### config.mk
export PLATFORM = sky130hd
export DESIGN_NAME = digit_serial_subtractor_flat
export DESIGN_NICKNAME = d
export VERILOG_FILES = /design/src/rtl/digit_serial_subtractor_if.sv /design/src/rtl/digit_serial_subtractor.sv /design/src/flat_wrapper.sv
export SDC_FILE = /design/constraint.sdc
export NUM_CORES = 1
export LEC_CHECK = 0
export CAP_MARGIN = 20
export CORE_ASPECT_RATIO = 0.5
export CORE_MARGIN = 5
export CORE_UTILIZATION = 49
export DETAILED_ROUTE_END_ITERATION = 12
export GPL_ROUTABILITY_DRIVEN = 1
export GPL_TIMING_DRIVEN = 0
export PLACE_DENSITY = 0.78
export SYNTH_ARGS = -nofsm -noshare
export SYNTH_HDL_FRONTEND = slang
export SYNTH_SLANG_ARGS = --single-unit
### constraint.sdc
create_clock -name clk -period 3.7 [get_ports clk]
set_input_delay 0.37 -clock clk [delete_from_list [all_inputs] [get_ports clk]]
set_output_delay 0.37 -clock clk [all_outputs]
set_load 0.01 [all_outputs]
### src/rtl/digit_serial_subtractor_if.sv
// Handshake and operand/result bundle for the digit-serial subtractor.
// The requester drives start and the operands; the subtractor answers with
// busy/done and the registered result.
interface digit_serial_subtractor_if #(
  parameter int N = 16
);

  logic         start;
  logic [N-1:0] A;
  logic [N-1:0] B;
  logic         Bin;
  logic         busy;
  logic         done;
  logic [N-1:0] Diff;
  logic         Bout;

  modport master (
    output start, A, B, Bin,
    input  busy, done, Diff, Bout
  );

  modport slave (
    input  start, A, B, Bin,
    output busy, done, Diff, Bout
  );

endinterface

### src/rtl/digit_serial_subtractor.sv
// Digit-serial unsigned subtractor: Diff = (A - B - Bin) mod 2^N.
// The operands are latched when a request is accepted. One GROUP_SIZE-bit
// slice is then processed per clock, least significant slice first, with
// the borrow rippling from one slice to the next through a register.
// After the last slice a one-cycle done pulse is issued. Diff and Bout then
// hold until the next request is accepted.
// N must be an integer multiple of GROUP_SIZE. GROUP_SIZE = N gives a
// single processing cycle.
module digit_serial_subtractor #(
  parameter int N          = 16,
  parameter int GROUP_SIZE = 4
) (
  input logic                     clk,
  input logic                     rst,
  digit_serial_subtractor_if.slave bus
);

  localparam int NG = N / GROUP_SIZE;
  localparam int CW = (NG > 1) ? $clog2(NG) : 1;
  localparam logic [CW-1:0] LAST_GROUP = CW'(NG - 1);

  typedef enum logic [1:0] {
    IDLE,
    RUN,
    DONE
  } state_t;

  state_t          state;
  logic [N-1:0]    a_reg;
  logic [N-1:0]    b_reg;
  logic [N-1:0]    diff_reg;
  logic            borrow;
  logic            bout_reg;
  logic            busy_reg;
  logic            done_reg;
  logic [CW-1:0]   grp_cnt;

  int                    grp_base;
  logic [GROUP_SIZE-1:0] a_grp;
  logic [GROUP_SIZE-1:0] b_grp;
  logic [GROUP_SIZE-1:0] d_grp;
  logic [GROUP_SIZE:0]   grp_sum;
  logic                  next_borrow;

  // One slice of a - b - borrow, computed as a + ~b + ~borrow; the carry-out of that sum is the inverted borrow-out
  always_comb begin
    grp_base    = int'(grp_cnt) * GROUP_SIZE;
    a_grp       = a_reg[grp_base +: GROUP_SIZE];
    b_grp       = b_reg[grp_base +: GROUP_SIZE];
    grp_sum     = {1'b0, a_grp} + {1'b0, ~b_grp} + {{GROUP_SIZE{1'b0}}, ~borrow};
    d_grp       = grp_sum[GROUP_SIZE-1:0];
    next_borrow = ~grp_sum[GROUP_SIZE];
  end

  // Control FSM and datapath: accept in IDLE/DONE, walk the slices in RUN, pulse done once and hold the result
  always_ff @(posedge clk) begin
    if (rst) begin
      state    <= IDLE;
      a_reg    <= '0;
      b_reg    <= '0;
      diff_reg <= '0;
      borrow   <= 1'b0;
      bout_reg <= 1'b0;
      busy_reg <= 1'b0;
      done_reg <= 1'b0;
      grp_cnt  <= '0;
    end else begin
      case (state)
        IDLE, DONE: begin
          done_reg <= 1'b0;
          if (bus.start) begin
            a_reg    <= bus.A;
            b_reg    <= bus.B;
            borrow   <= bus.Bin;
            grp_cnt  <= '0;
            busy_reg <= 1'b1;
            state    <= RUN;
          end else begin
            busy_reg <= 1'b0;
            state    <= IDLE;
          end
        end
        RUN: begin
          diff_reg[grp_base +: GROUP_SIZE] <= d_grp;
          borrow <= next_borrow;
          if (grp_cnt == LAST_GROUP) begin
            bout_reg <= next_borrow;
            busy_reg <= 1'b0;
            done_reg <= 1'b1;
            grp_cnt  <= '0;
            state    <= DONE;
          end else begin
            grp_cnt <= grp_cnt + 1'b1;
          end
        end
        default: begin
          busy_reg <= 1'b0;
          done_reg <= 1'b0;
          state    <= IDLE;
        end
      endcase
    end
  end

  assign bus.busy = busy_reg;
  assign bus.done = done_reg;
  assign bus.Diff = diff_reg;
  assign bus.Bout = bout_reg;

endmodule

### src/flat_wrapper.sv
// flat-port wrapper written by rule: the top's interface ports become plain ports
module digit_serial_subtractor_flat 
#(
  parameter int N          = 16,
  parameter int GROUP_SIZE = 4
)
  (clk, rst, bus_start, bus_A, bus_B, bus_Bin, bus_busy, bus_done, bus_Diff, bus_Bout);
  digit_serial_subtractor_if #(.N(N)) bus_i ();
  input logic clk;
  input logic rst;
  input wire logic [$bits(bus_i.start)-1:0] bus_start;
  input wire logic [$bits(bus_i.A)-1:0] bus_A;
  input wire logic [$bits(bus_i.B)-1:0] bus_B;
  input wire logic [$bits(bus_i.Bin)-1:0] bus_Bin;
  output wire logic [$bits(bus_i.busy)-1:0] bus_busy;
  output wire logic [$bits(bus_i.done)-1:0] bus_done;
  output wire logic [$bits(bus_i.Diff)-1:0] bus_Diff;
  output wire logic [$bits(bus_i.Bout)-1:0] bus_Bout;
  assign bus_i.start = bus_start;
  assign bus_i.A = bus_A;
  assign bus_i.B = bus_B;
  assign bus_i.Bin = bus_Bin;
  assign bus_busy = bus_i.busy;
  assign bus_done = bus_i.done;
  assign bus_Diff = bus_i.Diff;
  assign bus_Bout = bus_i.Bout;
  digit_serial_subtractor #(.N(N), .GROUP_SIZE(GROUP_SIZE)) u_core (.clk(clk), .rst(rst), .bus(bus_i));
endmodule
==> results of run 1 <==
[critical path, stage by stage, from the launching register on]
cell,delay (ps)
dfxtp_1,560
buf_4,290
mux4_2,570
fa_1,480
fa_1,420
xnor2_1,460
a22oi_1,190
nor2_1,110
[logic make-up after synthesis]
| group | Yosys count | synth area share |
|---|---|---|
| buffers and inverters | 25 | 0.0449 |
| AOI/OAI and AO/OA | 57 | 0.137 |
| xor gates and xnor gates | 2 | 0.00731 |
| DFF | 55 | 0.460 |
| adders and majority gates | 11 | 0.0637 |
| muxes | 8 | 0.0752 |
| and+or+nand+nor | 119 | 0.213 |
[synth_stat cells, types with 4 or more instances]
cell	count	area, um2
nand2_1	72	270
dfxtp_1	55	1100
a21oi_1	42	210
nor2_1	29	109
a22oi_1	10	75.1
ha_1	9	113
buf_2	8	40.0
clkbuf_1	8	30.0
inv_1	8	30.0
mux4_2	8	180
a2bb2oi_1	4	35.0
[through the flow]
step | worst slack [ps] | util | area, um2
finish | 559 | 0.654 | 3150
global route | 332 | 0.654 | 3150
CTS | 539 | 0.654 | 3150
detailed placement | 556 | 0.625 | 3010
global placement | 649 | 0.625 | 3010
floorplan | 1110 | - | 2400
[final timing paths]
path                      from                  end  slack, ps  depth (start not counted)
max          u_core.grp_cnt[0]  u_core.bus.Diff[14]        560                          7
min           u_core.b_reg[13]     u_core.b_reg[13]        460                          2
max reg2reg  u_core.grp_cnt[0]  u_core.bus.Diff[14]        560                          7
min reg2reg   u_core.b_reg[13]     u_core.b_reg[13]        460                          2
[power by group through the flow]
| stage | clock (uW) | combinational [uW] | sequential [uW] |
|---|---|---|---|
| finish | 470 | 244 | 637 |
| CTS | 473 | 243 | 637 |
| global placement | 0 | 236 | 650 |
| global route | 500 | 271 | 641 |
| floorplan | 0 | 150 | 648 |
| detailed placement | 0 | 242 | 651 |
[metal layers]
layer / vias up / share of wire / track usage
li1: 1046 / - / -
met4: 0 / 0.0079 / 0.0558
met5: - / 0 / 0
met3: 5 / 0.051 / 0.0370
met2: 62 / 0.49 / 0.321
met1: 983 / 0.45 / 0.255
[area by class of cell]
cell class              count  area, um2  share of cell area
multi-input cells         197       1190               0.377
flip-flops and latches     55       1100               0.349
plain buffers              17       77.6              0.0246
clock inverters             3       67.6              0.0214
inverters                   8       30.0             0.00953
well taps                  70       87.6              0.0278
clock buffers               5       68.8              0.0218
repair buffers             53        531               0.168
==> flow_metrics.py, run 1 <==
metrics = {
    "global_routing": {
        "grt_max_degree": 18,
        "grt_pass1_wl_mm": 9.65,
        "overflow": 0,
        "grt_pass1_vias": 2045,
        "antenna_found_initial": 0,
        "grt_usage": 0.192,
    },
    "run": {
        "cap_violations": 0,
    },
    "cells_and_area": {
        "final_cell_mix": "72 x nand2_1, 55 x dfxtp_1, 53 x clkdlybuf4s50_1",
        "final_common_cell": "nand2_1",
        "diodes": 0,
        "nNetsFinal": 384,
        "drive_gt1_frac": 0.0828,
        "layout.cells.non_filler": 408,
        "area_growth_syn_to_layout_pct": 31.5,
        "fillCellCount": 440,
    },
    "logic_synthesis": {
        "avgSynthCellArea_um2": 8.65,
        "synth_cell_types": 30,
        "syn_inst": 277,
        "synthesis.area_mm2": 0.00240,
        "synth_edf_count": 0,
        "ys_warn_count": 0,
        "synthArstFlopShare": 0,
        "syn-num-nets": 324,
        "ys_seq_area_frac": 0.460,
        "ys_seq_elements": 55,
        "ys.flop_type": "dfxtp_1",
    },
    "timing": {
        "worst_slew_pin_slew_ps": 666,
        "period_share": 0.849,
        "setup_viol": 0,
        "hold_viol_final": 0,
        "hold-worst-slack_ps": 459,
        "setup_tns_ps": 0,
        "finalCriticalPeriod_ps": 3140,
        "timing.slew.headroom": 0.556,
        "grt_setup_unrepaired": "false",
        "drv_slew": 0,
        "skew_ps": 3.56,
        "max_clock_freq_ghz": 0.318,
    },
    "pwr": {
        "p_switching_uw": 345,
        "internal_power_uw": 1010,
        "sequentialPowerShare": 0.472,
        "combinationalPowerShare": 0.181,
        "power_density_mw_per_mm2": 429,
        "power_switching_share": 0.255,
        "power_uw": 1350,
        "ir_drop_uv": 206,
        "clkPwrFrac": 0.348,
        "p_leak_uw": 0.00117,
    },
    "routing": {
        "drtAntennaViolNets": 0,
        "via_count": 2096,
        "drt_iter0_drc": 92,
        "drtPass1Iterations": 5,
        "routedWlPerCell_um": 13.7,
        "wl_mm": 5.60,
        "vias_per_cell": 5.14,
        "drc_errors": 0,
    },
    "clock_network": {
        "cts_setup_buffers": 0,
        "clock-sinks": 55,
        "cts_tree": "built",
        "cts_buffers": 5,
        "ctsHtreeMaxLevel": 2,
        "cts_root_buffer": "clkbuf_8",
        "clockBufferDepth": 2,
        "path_clk_slew_ps": 100,
        "cts_resized": 0,
        "clkLatencyLatePin_ps": 310,
        "cts_hold_buffers": 0,
    },
    "setup_path": {
        "worstPathArrival_ps": 3390,
        "cp-start-kind": "register",
        "worstSetupEndpointType": "register",
        "critical_path_required_ps": 3950,
        "critPathMaxFanout": 10,
        "critical_path_class": "register to register",
    },
    "floorplan": {
        "die-area_mm2": 0.00647,
        "die_w_um": 109,
        "num_io_pins": 55,
        "start_util": 0.497,
        "num_rows": 18,
        "coreArea_mm2": 0.00482,
        "die_h_um": 59.4,
    },
    "run_status": {
        "outcome": "complete, no violations",
    },
    "place": {
        "portBuffers": 53,
        "post-dp-hpwl_mm": 4.18,
        "dp.cells": 400,
        "gp_congestion": 0.855,
    },
    "min_path": {
        "hp-class": "register to register",
    },
}
(Power assumes the default switching activity.)
==> run 2, diff against run 1 <==
--- a/config.mk
+++ b/config.mk
@@ -8,11 +8,11 @@
 export CAP_MARGIN = 20
 export CORE_ASPECT_RATIO = 0.5
 export CORE_MARGIN = 5
-export CORE_UTILIZATION = 49
+export CORE_UTILIZATION = 45
 export DETAILED_ROUTE_END_ITERATION = 12
 export GPL_ROUTABILITY_DRIVEN = 1
 export GPL_TIMING_DRIVEN = 0
-export PLACE_DENSITY = 0.78
+export PLACE_DENSITY = 0.76
 export SYNTH_ARGS = -nofsm -noshare
 export SYNTH_HDL_FRONTEND = slang
 export SYNTH_SLANG_ARGS = --single-unit
==> constraint.sdc (replaced) <==
create_clock -name clk -period 2.6 [get_ports clk]
set_input_delay 0.26 -clock clk [delete_from_list [all_inputs] [get_ports clk]]
set_output_delay 0.26 -clock clk [all_outputs]
set_load 0.01 [all_outputs]
==> run 2 against run 1 <==
Net effect:
- first-iteration DRC count rose by 1.1%
- clock skew up 12 ps
- sequential power increased by 42%
- sequential share of layout area is essentially flat
- critical path type unchanged
==> flow_metrics.py, run 2 (synthesis gave the netlist of run 1 again) <==
metrics = {
    "run_status": {
        "outcome": "complete, no violations",
    },
    "cells_and_area": {
        "final_common_cell": "nand2_1",
        "drive_gt1_frac": 0.109,
        "area_growth_syn_to_layout_pct": 32.1,
        "nNetsFinal": 385,
        "diodes": 0,
        "final_cell_mix": "72 x nand2_1, 54 x dfxtp_1, 53 x clkdlybuf4s50_1",
        "fillCellCount": 434,
    },
    "floorplan": {
        "die-area_mm2": 0.00697,
        "num_io_pins": 55,
        "coreArea_mm2": 0.00504,
        "num_rows": 18,
        "die_h_um": 61.6,
        "die_w_um": 113,
        "start_util": 0.475,
    },
    "setup_path": {
        "worstPathArrival_ps": 2740,
        "worstSetupEndpointType": "register",
        "critPathMaxFanout": 10,
        "critical_path_required_ps": 2860,
        "regToRegSetupSlack_ps": 110,
        "cp-start-kind": "register",
        "critical_path_class": "register to register",
    },
    "global_routing": {
        "grt_max_degree": 18,
        "grt_pass1_wl_mm": 9.43,
        "antenna_found_initial": 0,
        "overflow": 0,
        "grt_pass1_vias": 2069,
        "grt_usage": 0.172,
    },
    "routing": {
        "drtAntennaViolNets": 0,
        "drtPass1Iterations": 4,
        "via_count": 2082,
        "drt_iter0_drc": 93,
        "wl_mm": 5.84,
        "routedWlPerCell_um": 14.3,
        "wl_met1_mm": 2.69,
        "drc_errors": 0,
        "routed.top_layer": "met4",
        "vias_per_cell": 5.09,
        "dr_wl_met3_um": 194,
        "met2WireLength_mm": 2.90,
    },
    "pwr": {
        "power_density_mw_per_mm2": 558,
        "p_leak_uw": 0.00117,
        "ir_drop_uv": 239,
        "power_uw": 1770,
    },
    "timing": {
        "period_share": 0.956,
        "setup_viol": 0,
        "skew_ps": 15.6,
        "drv_slew": 0,
        "grt_setup_unrepaired": "false",
        "finalWorstSetupSlack_ps": 113,
        "finalCriticalPeriod_ps": 2490,
        "worst_slew_pin_slew_ps": 524,
        "setup_tns_ps": 0,
        "timing.slew.headroom": 0.650,
        "hold_viol_final": 0,
        "max_clock_freq_ghz": 0.402,
    },
    "clock_network": {
        "clkLatencyLatePin_ps": 320,
        "cts_buffers": 5,
        "cts_hold_buffers": 0,
        "path_clk_slew_ps": 110,
        "clockBufferDepth": 2,
        "clock-sinks": 55,
        "cts_tree": "built",
        "ctsHtreeMaxLevel": 2,
        "cts_root_buffer": "clkbuf_8",
    },
    "place": {
        "dp_slack_ps": -478,
        "portBuffers": 53,
        "post-dp-hpwl_mm": 4.34,
        "gp_congestion": 0.816,
    },
    "run": {
        "cap_violations": 0,
    },
    "min_path": {
        "hp-class": "input port to register",
    },
}
run 2: cell count changes in the layout (fill, tap and decap cells not counted), sizes merged:
cell / change
buf: +2
bufinv: -2
clkbuf: -1
clkinv: +1
clkinvlp: +1
run 2: power by group:
group / internal (uW) / total (uW) / switching (uW)
Combinational: 188 / 385 / 198
Clock: 188 / 476 / 288
Sequential: 882 / 906 / 24.0
run 2: per-stage QoR:
stage          instances  cell area, um2  utilization  hold WS, ps
6_report             409            3170        0.627          323
5_1_grt              409            3170        0.627          362
4_1_cts              409            3140        0.623          318
3_5_place_dp         400            3010        0.597          447
3_3_place_gp         400            3010        0.597          439
2_1_floorplan        277            2400            -          396
run 2: cell type report:
class	count	area, um2	share of cell area
buffer	17	88.8	0.0281
clock buffer	5	68.8	0.0217
clock inverter	3	20.0	0.00632
inverter	8	30.0	0.00949
multi-input combinational	197	1230	0.388
sequential	55	1100	0.349
tap	70	87.6	0.0277
timing repair buffer	54	538	0.170
run 2: worst max-delay path, cell delays in order, from the launching register on:
cell and delay [ps]:
dfxtp_4 380, buf_8 150, mux4_2 560, fa_2 430, nand2b_1 190, a21oi_2 180
xor2_2 300, a22oi_1 140, nor2_1 100
run 2: layer usage:
metal  global-route usage  vias up
met5                    0        -
met2                0.311       36
met1                0.207      988
met3               0.0393        9
li1                     -     1049
met4               0.0651        0
run 2: worst paths after layout:
check,start,to,depth (start not counted)
hold reg to reg,u_core.b_reg[11],u_core.b_reg[11],2
setup / recovery,u_core.grp_cnt[0],u_core.bus.Diff[7],8
setup reg to reg,u_core.grp_cnt[0],u_core.bus.Diff[7],8
hold / removal,rst,u_core.b_reg[1],2
run 2: what timing repair did:
item                                    CTS  global route
cloned                                    0             0
endpoints found under the setup margin   14            10
resized for setup                         9             5
pin swaps                                 1             1
buffers inserted                          1             0
==> run 3, diff against run 2 <==
--- a/config.mk
+++ b/config.mk
@@ -5,7 +5,6 @@
 export SDC_FILE = /design/constraint.sdc
 export NUM_CORES = 1
 export LEC_CHECK = 0
-export CAP_MARGIN = 20
 export CORE_ASPECT_RATIO = 0.5
 export CORE_MARGIN = 5
 export CORE_UTILIZATION = 45
==> results of run 3 <==
The final DEF is identical to that of run 2; final timing and power are the same.
